[config.mk]
export PLATFORM = sky130hd
export DESIGN_NAME = led_uart_reporter
export DESIGN_NICKNAME = d
export VERILOG_FILES = /design/src/rtl/led_uart_pkg.sv /design/src/rtl/led_uart_reporter_uart_tx.sv /design/src/rtl/led_uart_reporter.sv
export SDC_FILE = /design/constraint.sdc
export NUM_CORES = 1
export LEC_CHECK = 0
export ABC_AREA = 1
export CORE_MARGIN = 2
export CORE_UTILIZATION = 65
export CTS_BUF_LIST = sky130_fd_sc_hd__clkbuf_2 sky130_fd_sc_hd__clkbuf_4 sky130_fd_sc_hd__clkbuf_8
export DETAILED_ROUTE_END_ITERATION = 8
export PLACE_DENSITY = 0.85
export SYNTH_ARGS = -nofsm -noshare
export SYNTH_HDL_FRONTEND = slang
export SYNTH_HIERARCHICAL = 1
export SYNTH_SLANG_ARGS = --single-unit
[constraint.sdc]
create_clock -name clk -period 3.91 [get_ports clk]
set_input_delay 0.782 -clock clk [delete_from_list [all_inputs] [get_ports clk]]
set_output_delay 0.782 -clock clk [all_outputs]
set_load 0.01 [all_outputs]
[src/rtl/led_uart_pkg.sv]
// Shared types and constants for the LED-change UART reporter.
package led_uart_pkg;

  localparam int LED_W = 6;
  localparam logic [1:0] BYTE_PFX = 2'b01;

  typedef enum logic [1:0] {
    ST_IDLE,
    ST_START,
    ST_DATA,
    ST_STOP
  } uart_st_e;

  function automatic logic [7:0] led_byte(
    input logic [LED_W-1:0] led
  );
    return {BYTE_PFX, led};
  endfunction

endpackage

[src/rtl/led_uart_reporter_uart_tx.sv]
// 8N1 serialiser: one FSM with a shared bit-timing counter.
module uart_tx_8n1
  import led_uart_pkg::*;
#(
  parameter int CLKS_PER_BIT = 16
) (
  input  logic       clk,
  input  logic       rst,
  input  logic [7:0] data,
  input  logic       load,
  output logic       ready,
  output logic       tx,
  output logic       busy
);

  localparam int CW = $clog2(CLKS_PER_BIT);
  localparam logic [CW-1:0] CMAX = CW'(CLKS_PER_BIT - 1);

  uart_st_e       r_st;
  logic [CW-1:0]  r_cnt;
  logic [2:0]     r_idx;
  logic [7:0]     r_sh;
  logic           r_tx;
  logic           r_busy;
  logic           w_last;

  assign w_last = (r_cnt == CMAX);
  assign ready  = (r_st == ST_IDLE);
  assign tx     = r_tx;
  assign busy   = r_busy;

  always_ff @(posedge clk or negedge rst) begin
    if (!rst) begin
      r_st   <= ST_IDLE;
      r_cnt  <= '0;
      r_idx  <= '0;
      r_sh   <= '0;
      r_tx   <= 1'b1;
      r_busy <= 1'b0;
    end else begin
      unique case (r_st)
        ST_IDLE: begin
          if (load) begin
            r_sh   <= data;
            r_st   <= ST_START;
            r_tx   <= 1'b0;
            r_busy <= 1'b1;
            r_cnt  <= '0;
          end
        end
        ST_START: begin
          if (w_last) begin
            r_st  <= ST_DATA;
            r_tx  <= r_sh[0];
            r_sh  <= r_sh >> 1;
            r_idx <= '0;
            r_cnt <= '0;
          end else begin
            r_cnt <= r_cnt + 1'b1;
          end
        end
        ST_DATA: begin
          if (w_last) begin
            r_cnt <= '0;
            if (r_idx == 3'd7) begin
              r_st <= ST_STOP;
              r_tx <= 1'b1;
            end else begin
              r_idx <= r_idx + 3'd1;
              r_tx  <= r_sh[0];
              r_sh  <= r_sh >> 1;
            end
          end else begin
            r_cnt <= r_cnt + 1'b1;
          end
        end
        ST_STOP: begin
          if (w_last) begin
            r_st   <= ST_IDLE;
            r_busy <= 1'b0;
            r_cnt  <= '0;
          end else begin
            r_cnt <= r_cnt + 1'b1;
          end
        end
        default: begin
          r_st <= ST_IDLE;
        end
      endcase
    end
  end

endmodule

[src/rtl/led_uart_reporter.sv]
// Logs every LED pattern change as one UART byte {2'b01, led}.
module led_uart_reporter
  import led_uart_pkg::*;
#(
  parameter int CLKS_PER_BIT = 16,
  parameter int DEPTH        = 4
) (
  input  logic                   clk,
  input  logic                   rst,
  input  logic [LED_W-1:0]       leds_n,
  output logic                   tx,
  output logic                   tx_busy,
  output logic                   overflow,
  output logic [$clog2(DEPTH):0] fifo_count
);

  localparam int AW = $clog2(DEPTH);
  localparam logic [AW:0] FULL = (AW+1)'(DEPTH);

  logic [LED_W-1:0] r_prev;
  logic [7:0]       r_mem [DEPTH];
  logic [AW-1:0]    r_wr;
  logic [AW-1:0]    r_rd;
  logic [AW:0]      r_cnt;
  logic             r_ovf;

  logic [LED_W-1:0] w_led;
  logic             w_push;
  logic             w_pop;
  logic             w_acc;
  logic             w_ready;
  logic [7:0]       w_data;

  assign w_led  = ~leds_n;
  assign w_push = (w_led != r_prev);
  assign w_pop  = w_ready && (r_cnt != '0);
  // Full FIFO still accepts when the head leaves on the same edge
  assign w_acc  = w_push && ((r_cnt != FULL) || w_pop);
  assign w_data = r_mem[r_rd];

  assign fifo_count = r_cnt;
  assign overflow   = r_ovf;

  always_ff @(posedge clk or negedge rst) begin
    if (!rst) begin
      r_prev <= '0;
      r_wr   <= '0;
      r_rd   <= '0;
      r_cnt  <= '0;
      r_ovf  <= 1'b0;
      for (int i = 0; i < DEPTH; i++) begin
        r_mem[i] <= '0;
      end
    end else begin
      if (w_push) begin
        r_prev <= w_led;
      end
      if (w_push && !w_acc) begin
        r_ovf <= 1'b1;
      end
      if (w_acc) begin
        r_mem[r_wr] <= led_byte(w_led);
        r_wr        <= r_wr + 1'b1;
      end
      if (w_pop) begin
        r_rd <= r_rd + 1'b1;
      end
      if (w_acc && !w_pop) begin
        r_cnt <= r_cnt + 1'b1;
      end else if (w_pop && !w_acc) begin
        r_cnt <= r_cnt - 1'b1;
      end
    end
  end

  uart_tx_8n1 #(
    .CLKS_PER_BIT(CLKS_PER_BIT)
  ) u_tx (
    .clk  (clk),
    .rst  (rst),
    .data (w_data),
    .load (w_pop),
    .ready(w_ready),
    .tx   (tx),
    .busy (tx_busy)
  );

endmodule

[After elaboration in Yosys (flattened, before gate mapping)]
Cells that the tools add are included.
Word-level totals
  ROM bits: 0
  bits in writable memories: 0
  memories kept: 0
  output and inout port bits: 6
  flip-flop bits (word level): 65
  logic and storage cells: 95
  bits of input ports: 8
  bits in latches: 0
Operators by class
  add/subtract/negate cells: 6
  $mul: 0
  shift-type cells: 0
  bitwise logic cells: 3
  equal/unequal tests: 13
  mux-type cells: 34
  $lt $le $gt $ge: 3
  divide/modulo/power cells: 0
  reductions and logical operators: 21
Operators with widths (count)
  8-bit 2-to-1 mux: 7
  32-bit bitwise mux: 1
  8-bit case mux with 3 select lines: 1
  8-bit binary-select mux with 2-bit select: 1
  8-bit demux with 2-bit select: 1
  3-bit 2-to-1 mux: 5
  2-bit 2-to-1 mux: 5
  5-bit AND reduction: 2
  4-bit 2-to-1 mux: 2
  2-bit by 1-bit != test with 1-bit output, second input constant: 4
  2-bit case mux with 4 select lines: 1
  4-bit case mux with 2 select lines: 1
  4-bit AND reduction: 2
  3-bit by 1-bit adder with 3-bit output, second input constant: 2
  3-bit >= comparator, second input constant: 2
  1-bit logical AND: 6
  1-bit 2-to-1 mux: 6
  6-bit != test: 1
  2-bit NOT with 3-bit output: 2
  6-bit NOT: 1
  3-bit case mux with 2 select lines: 1
  2-bit nonzero test: 3
  3-bit nonzero test: 2
  2-bit by 1-bit adder with 2-bit output, second input constant: 2
  other kinds (16): 19

[Depth between registers and ports, before layout]
Gate-level depths: netlist of run 1.
  depth after elaboration: 8
  depth in mapped cells: 14
  depth with buffers taken out: 13

[Cells and area by module]
The synthesis of run 1 kept the hierarchy.
By module, submodules not included
  led_uart_reporter: instances 1, area each 2049.5 um2, cells each 236
  uart_tx_8n1: instances 1, area each 1121.1 um2, cells each 127

[Least setup slack after synthesis of run 1]
OpenSTA, ideal clock, no wires.
  kind: input to register
  start: in leds_n[0]
  end: reg r_cnt[2] (netlist: fifo_count[2])
  stages on the path: 12
  setup slack: 1487 ps
  setup time: 131 ps
  arrival time: 2292 ps
  cell sequence: o21ai_0 nor2_1 nand3_1 buf_6 nand2_4 inv_2 ha_1 inv_1 fa_1 a21oi_1 o21ai_0 xor2_1
On the way
  longest elaborated chain between the ends: 6
  elaborated cells between the ends (all ways): 8
  classes of those cells: eq/ne: 1; mux: 1; bitwise: 1; reduce/logical: 5
RTL lines
  start: declaration: RTL line led_uart_reporter.sv:10  | input logic [LED_W-1:0] leds_n,
  6-bit NOT *: RTL line led_uart_reporter.sv:34  | assign w_led = ~leds_n;
  6-bit != test *: RTL line led_uart_reporter.sv:35  | assign w_push = (w_led != r_prev);
  1-bit logical AND *: RTL line led_uart_reporter.sv:38  | assign w_acc = w_push && ((r_cnt != FULL) || w_pop);
  via w_acc: RTL line led_uart_reporter.sv:30  | logic w_acc;
  1-bit zero test: RTL line led_uart_reporter.sv:70  | end else if (w_pop && !w_acc) begin
  1-bit logical AND: RTL line led_uart_reporter.sv:70
  2-bit nonzero test (no source line)
  end signal: assignment: RTL line led_uart_reporter.sv:69  | r_cnt <= r_cnt + 1'b1;
  end signal: assignment: RTL line led_uart_reporter.sv:71  | r_cnt <= r_cnt - 1'b1;
  end: declaration: RTL line led_uart_reporter.sv:24  | logic [AW:0] r_cnt;
The timed path passes the listed nets; every way through them passes the cells marked *.
A chain may end at the register's enable or synchronous reset.

[Worst setup path in the final report of run 1]
  start: in leds_n[4]
  end: reg r_cnt[1] (netlist: fifo_count[1])
The elaborated chain is that of the path after synthesis.

==> metrics.md, run 1 <==
| Metric | Value |
|---|---|
| Share of layout cells above drive strength 1 | `13.25%` |
| RSZ-0062 raised after global routing | `false` |
| Initial antenna violation count | `0` |
| Worst Clk Skew | `6.018 ps` |
| Setup_tns | `0 ps` |
| Psw | `0.0007460 W` |
| Remaining antenna violation count | `0` |
| Most common cell after layout, fill and taps aside | `nand2_1` |
| First-pass GRT wire length | `11270 µm` |
| Crit path DAT | `2840 ps` |
| Maxcap violations | `0` |
| Crit Path Class | `in2reg` |
| Sw Share | `35.08%` |
| N_diodes | `0` |
| Clk network pwr share | `27.2%` |
| Detailed Routing Iterations Pass 1 | `4` |
| Worst-Margin Slew | `931.1 ps` |
| Die height | `73.84 µm` |
| DRT iter0 DRCs | `248` |
| All-Layer GR Usage | `27.65%` |
| Setup Buffers After CTS | `0` |
| Slew Limit Fails | `0` |
| Clk_lat worst skew | `330 ps` |
| Final layout net count | `404` |
| Final setup violating endpoints | `0` |
| CTS Sinks | `61` |
| VDD IR max | `0.6050 mV` |
| Clock Pin Slew Worst Setup and Hold Paths | `70 ps` |
| I/O pins | `14` |
| Num CTS Buffers | `9` |
| Register share of total power | `42.0%` |
| Fmax | `380.9 MHz` |
| Maximum root-to-sink buffer count | `2` |
| Synth Register Bits | `61` |
| Endpoint type of the worst setup path | `flip-flop` |
| Root Buffer | `clkbuf_8` |
| Gpl congestion | `0.8237` |
| Leak Pwr | `1.801 nW` |
| Die Area | `0.005452 mm²` |
| Dpl hpwl | `4486 µm` |
| Comb pwr share | `30.8%` |
| Vias in the first global route | `2462` |
| CP Data Required Time | `4130 ps` |
| CORE AREA | `0.004723 mm²` |
| Int Power | `0.001381 W` |
| Placed Instance Area | `0.003336 mm²` |
| Mapped Area | `0.003171 mm²` |
| Initial core utilization | `67.13%` |
| H-tree Lvls | `3` |
| Synth Instances | `363` |
| Period utilisation layout | `67.14%` |
| Synth warn | `6` |
| CP Launch Type | `input port` |
| Min-delay worst type | `reg2reg` |
| Status | `finished, final reports clean` |
| Post-synthesis average cell area | `8.734 µm²` |
| Leading cell types in the layout, fill and taps excluded | `114 x nand2_1, 60 x dfrtp_1, 29 x inv_1, 24 x nand4_1, 23 x o21ai_0` |
| Headroom to the max-slew limit | `37.93%` |
| Distinct cells, synth | `31` |
| Final Power | `0.002127 W` |
| P per Cell Area | `599.8 mW/mm²` |
| Min cycle time layout | `2625 ps` |
| GRT Residual Overflow | `0` |
| Hold Vio Cnt, Final | `0` |
| Net Count, Synth | `387` |
| Vias per cell | `5.511` |
| Vias | `2491` |
| Post-CTS sizing | `0` |
| Std-Cell Rows | `25` |
| Pin count of the biggest net entering global routing | `44` |
| TritonCTS clock tree | `yes` |
| Maximum fanout along the worst path | `6` |
| Post-synthesis sequential area ratio | `48.18%` |
| Area Growth Syn to Fin | `11.84%` |
| DR DRC count | `0` |
| Drt total wl | `6700 µm` |
| IO Port Bufs | `13` |
| Finished Cell Area | `0.003546 mm²` |
| Drt wl/cell | `14.82 µm` |
| Hold slack | `450.4 ps` |
| # hold bufs at CTS | `0` |
| Die width | `73.84 µm` |
## cell families after synthesis
logic type | after synthesis | synth area share [%]
AND/OR/NAND/NOR | 183 | 27.19
flip-flops | 61 | 48.18
AO/OA/AOI/OAI | 54 | 10.66
buffers and inverters | 44 | 6.117
adder cells (fa/ha/maj) | 16 | 6.551
XOR/XNOR | 3 | 0.8289
other | 1 | 0.1183
multiplexers | 1 | 0.3551
## critical path: stages
cell,delay [ps]
clkdlybuf4s50_1,490
inv_2,70
nand2_1,60
nand2_1,50
nor2_1,130
nand3_1,160
nand2_4,110
inv_2,40
ha_1,160
inv_1,100
fa_1,430
mux2_2,270
## synth_stat cells, drive strengths merged
master | number | area, µm²
a22o | 1 | 8.760
nor2 | 24 | 95.09
inv | 34 | 127.6
or2 | 1 | 6.260
ha | 15 | 187.7
a21o | 2 | 15.01
nand3 | 14 | 130.1
nand4 | 24 | 150.1
clkbuf | 2 | 7.510
dfstp | 1 | 26.28
nand2 | 120 | 480.5
o22ai | 6 | 37.54
a21oi | 7 | 38.79
buf | 8 | 58.80
conb | 1 | 3.750
dfrtp | 60 | 1501
mux2 | 1 | 11.26
o21ai | 31 | 185.2
xor2 | 2 | 17.52
xnor2 | 1 | 8.760
fa | 1 | 20.02
a21boi | 7 | 52.55
## power by group through the flow
stage / registers, W / clock network (W) / logic [W]
final: 0.000892 / 0.000579 / 0.000655
after global routing: 0.000905 / 0.000617 / 0.000732
after CTS: 0.000890 / 0.000586 / 0.000655
after detailed placement: 0.000897 / 0 / 0.000646
after global placement: 0.000892 / 0 / 0.000611
after floorplan: 0.000880 / 0 / 0.000461
## final timing paths
check                        startpoint             to  slack (ps)  cells past startpoint
setup / recovery              leds_n[4]  fifo_count[1]        1280                     12
hold / removal                r_mem[22]      r_mem[22]         450                      2
setup reg to reg           u_tx/r_st[0]  fifo_count[2]        1520                     12
hold reg to reg               r_mem[22]      r_mem[22]         450                      2
max in group asynchronous           rst        u_tx/tx        2450                      2
min in group asynchronous           rst       r_mem[4]         590                      1
## registers in the layout (all words and copies together), names as in the netlist
signal	count
r_prev	6
u_tx/r_cnt	4
u_tx/r_sh	8
u_tx/tx	1
r_rd	2
overflow	1
u_tx/busy	1
r_mem	28
fifo_count	3
u_tx/r_idx	3
r_wr	2
u_tx/r_st	2
## through the flow
step	std cells	setup slack, ps	utilization [%]
floorplan	363	1487	-
CTS	452	1284	75.07
detailed placement	436	915.6	70.62
finish	452	1285	75.07
global placement	436	1028	70.62
global route	452	1148	75.07
## routing by layer
layer  global-route usage (%)  up-vias  share of wire [%]
li1                         -     1224                  -
met2                    43.95       84                 48
met3                    4.252       15                5.7
met5                        0        -                  0
met1                    37.51     1168                 45
met4                    12.53        0                1.9
## layout make-up
cell class / count / area [µm²]
Clock inverter: 4 / 45.04
Timing Repair Buffer: 16 / 147.6
Fill cell: 312 / 1177
Sequential cell: 61 / 1528
Inverter: 34 / 127.6
Multi-Input combinational cell: 258 / 1449
Clock buffer: 12 / 165.2
Tap cell: 67 / 83.83
(Power assumes the default switching activity.)
==> inputs of run 2 (changes only) <==
CORE_UTILIZATION = 57   (was 65)
PLACE_DENSITY = 0.79   (was 0.85)
clock period = 2.4 ns   (was 3.91 ns; I/O delays follow)
==> metrics.md, run 2 (synthesis results as in run 1) <==
| Metric | Value |
|---|---|
| Status | `finished, final reports clean` |
| Initial antenna violation count | `0 (unchanged)` |
| GRT Residual Overflow | `0 (unchanged)` |
| Vias in the first global route | `2335 (-5.2%)` |
| Fmax | `447.4 MHz` |
| All-Layer GR Usage | `22.96% (-4.7 points)` |
| CP Launch Type | `input port` |
| Clk_lat worst skew | `330 ps (about the same)` |
| Final setup violating endpoints | `0 (unchanged)` |
| Leading cell types in the layout, fill and taps excluded | `114 x nand2_1, 59 x dfrtp_1, 28 x inv_1, 24 x nand4_1, 23 x o21ai_0` |
| TritonCTS clock tree | `yes` |
| Register with the most flip-flops | `r_mem` |
| Maximum fanout along the worst path | `3 (-3)` |
| CP Data Required Time | `2610 ps (-1520 ps)` |
| Pin count of the biggest net entering global routing | `40 (-9.1%)` |
| Launching point of the worst reg2reg path | `u_tx/r_st[1]` |
| P per Cell Area | `905.3 mW/mm² (+51%)` |
| Fin cells | `462 (+2.2%)` |
| Crit Path Class | `in2reg` |
| Slew Limit Fails | `0 (unchanged)` |
| Detailed Routing Iterations Pass 1 | `4 (unchanged)` |
| Share of layout cells above drive strength 1 | `15.38% (+2.1 points)` |
| Drt total wl | `6215 µm (-7.2%)` |
| Max FFs per register | `28 (unchanged)` |
| Initial core utilization | `58.29% (-8.8 points)` |
| # hold bufs at CTS | `0 (unchanged)` |
| Fill cells | `448 (+44%)` |
| Headroom to the max-slew limit | `65.67% (+28 points)` |
| VDD IR max | `0.7681 mV (+27%)` |
| Die Area | `0.006175 mm² (+13%)` |
| Die width | `78.58 µm (+6.4%)` |
| Std-Cell Rows | `27 (+8.0%)` |
| Top Registers | `r_mem x28, u_tx/r_sh x8, r_prev x6` |
| FF-to-FF End | `fifo_count[2]` |
| Min-delay worst type | `in2async` |
| Setup Buffers After CTS | `0 (unchanged)` |
| Area Growth Syn to Fin | `12.51%` |
| Crit path DAT | `2450 ps (-390 ps)` |
| Reg-to-reg slack, setup | `170 ps (-1350 ps)` |
| First-pass GRT wire length | `10870 µm (-3.5%)` |
| Gpl congestion | `0.8682 (+5.4%)` |
| Vias | `2444 (-1.9%)` |
| Hold Vio Cnt, Final | `0 (unchanged)` |
| Root Buffer | `clkbuf_8` |
| Maxcap violations | `0 (unchanged)` |
| Vias per cell | `5.290 (-4.0%)` |
| Worst-Margin Slew | `515.0 ps (-416.2 ps)` |
| H-tree Lvls | `3 (unchanged)` |
| Most common cell after layout, fill and taps aside | `nand2_1` |
| N_diodes | `0 (unchanged)` |
| CTS Sinks | `61 (unchanged)` |
| Dpl hpwl | `4481 µm (-0.12%)` |
| R2R cell count | `12 (unchanged)` |
| Period utilisation layout | `93.14%` |
| Num CTS Buffers | `9 (unchanged)` |
| DR DRC count | `0 (unchanged)` |
| Finished Cell Area | `0.003567 mm² (+0.60%)` |
| CORE AREA | `0.005439 mm² (+15%)` |
| Clock Pin Slew Worst Setup and Hold Paths | `70 ps (about the same)` |
| IO Port Bufs | `13 (unchanged)` |
| Final layout net count | `409 (+1.2%)` |
| Endpoint type of the worst setup path | `flip-flop` |
| Placed Instance Area | `0.003392 mm² (+1.7%)` |
| Drt wl/cell | `13.45 µm (-9.2%)` |
| Placed cell count | `446 (+2.3%)` |
| Worst Clk Skew | `6.919 ps (+0.9017 ps)` |
| I/O pins | `14 (unchanged)` |
| Die height | `78.58 µm (+6.4%)` |
| Maximum root-to-sink buffer count | `2 (unchanged)` |
| Remaining antenna violation count | `0 (unchanged)` |
| Min cycle time layout | `2235 ps` |
| Leak Pwr | `1.807 nW (+0.33%)` |
| RSZ-0062 raised after global routing | `false` |
| DRT iter0 DRCs | `148 (-40%)` |
-- run 2: how the worst max path moves through the flow --
| stage | start | end | slack [ps] |
|---|---|---|---|
| 2_1_floorplan | u_tx/r_st[0] | fifo_count[2] | 150 |
| 3_3_place_gp | leds_n[4] | fifo_count[1] | -130 |
| 3_5_place_dp | leds_n[4] | fifo_count[1] | -200 |
| 4_1_cts | u_tx/r_st[0] | fifo_count[2] | 80 |
| 5_1_grt | u_tx/r_st[1] | fifo_count[2] | 9 |
| 6_report | leds_n[4] | fifo_count[1] | 160 |
-- run 2: cell type report --
| class | instances | area [µm²] | area share, % |
|---|---|---|---|
| well taps | 72 | 90.09 | 2.525 |
| flip-flops and latches | 61 | 1529 | 42.86 |
| clock inverters | 5 | 27.53 | 0.7717 |
| repair buffers | 21 | 197.7 | 5.542 |
| inverters | 34 | 127.6 | 3.578 |
| clock buffers | 11 | 138.9 | 3.893 |
| multi-input cells | 258 | 1456 | 40.83 |
-- run 2: critical path, cell delays in order --
cell,delay [ps]
clkdlybuf4s50_1,490
inv_2,40
nand2_1,50
nand2_1,50
nor2_1,140
nand3_2,130
nand2_4,90
inv_2,40
ha_1,160
inv_1,100
fa_1,410
mux2_2,270
-- run 2: routing by layer --
layer  track usage [%]  part of all wire, %
met1             31.47                   49
met2             35.98                   46
met3             4.023                  3.2
met4             10.00                  1.9
met5                 0                    0
-- run 2: timing repair --
action / 4_1_cts / 5_1_grt
endpoints found under the setup margin: 0 / 2
gates resized for setup: 0 / 4
endpoints found under the hold margin: 0 / 0
-- run 2: where the power goes --
group	switching (W)	internal [W]	leakage [nW]
logic	0.000604	0.000409	0.987
registers	0.000161	0.00129	0.731
clock network	0.000380	0.000390	0.0897
-- run 2: per-stage QoR --
| step | TNS, ps | hold slack, ps | setup WS [ps] | power (W) | utilization (%) |
|---|---|---|---|---|---|
| floorplan | 0 | 184.4 | 154.8 | 0.002184 | - |
| global placement | -252.1 | 436.7 | -134.4 | 0.002442 | 62.36 |
| detailed placement | -361.6 | 444.4 | -196.5 | 0.002482 | 62.36 |
| CTS | 0 | 120.2 | 78.24 | 0.003264 | 65.42 |
| global route | 0 | 164.6 | 9.494 | 0.003474 | 65.59 |
| finish | 0 | 113.0 | 164.7 | 0.003229 | 65.59 |
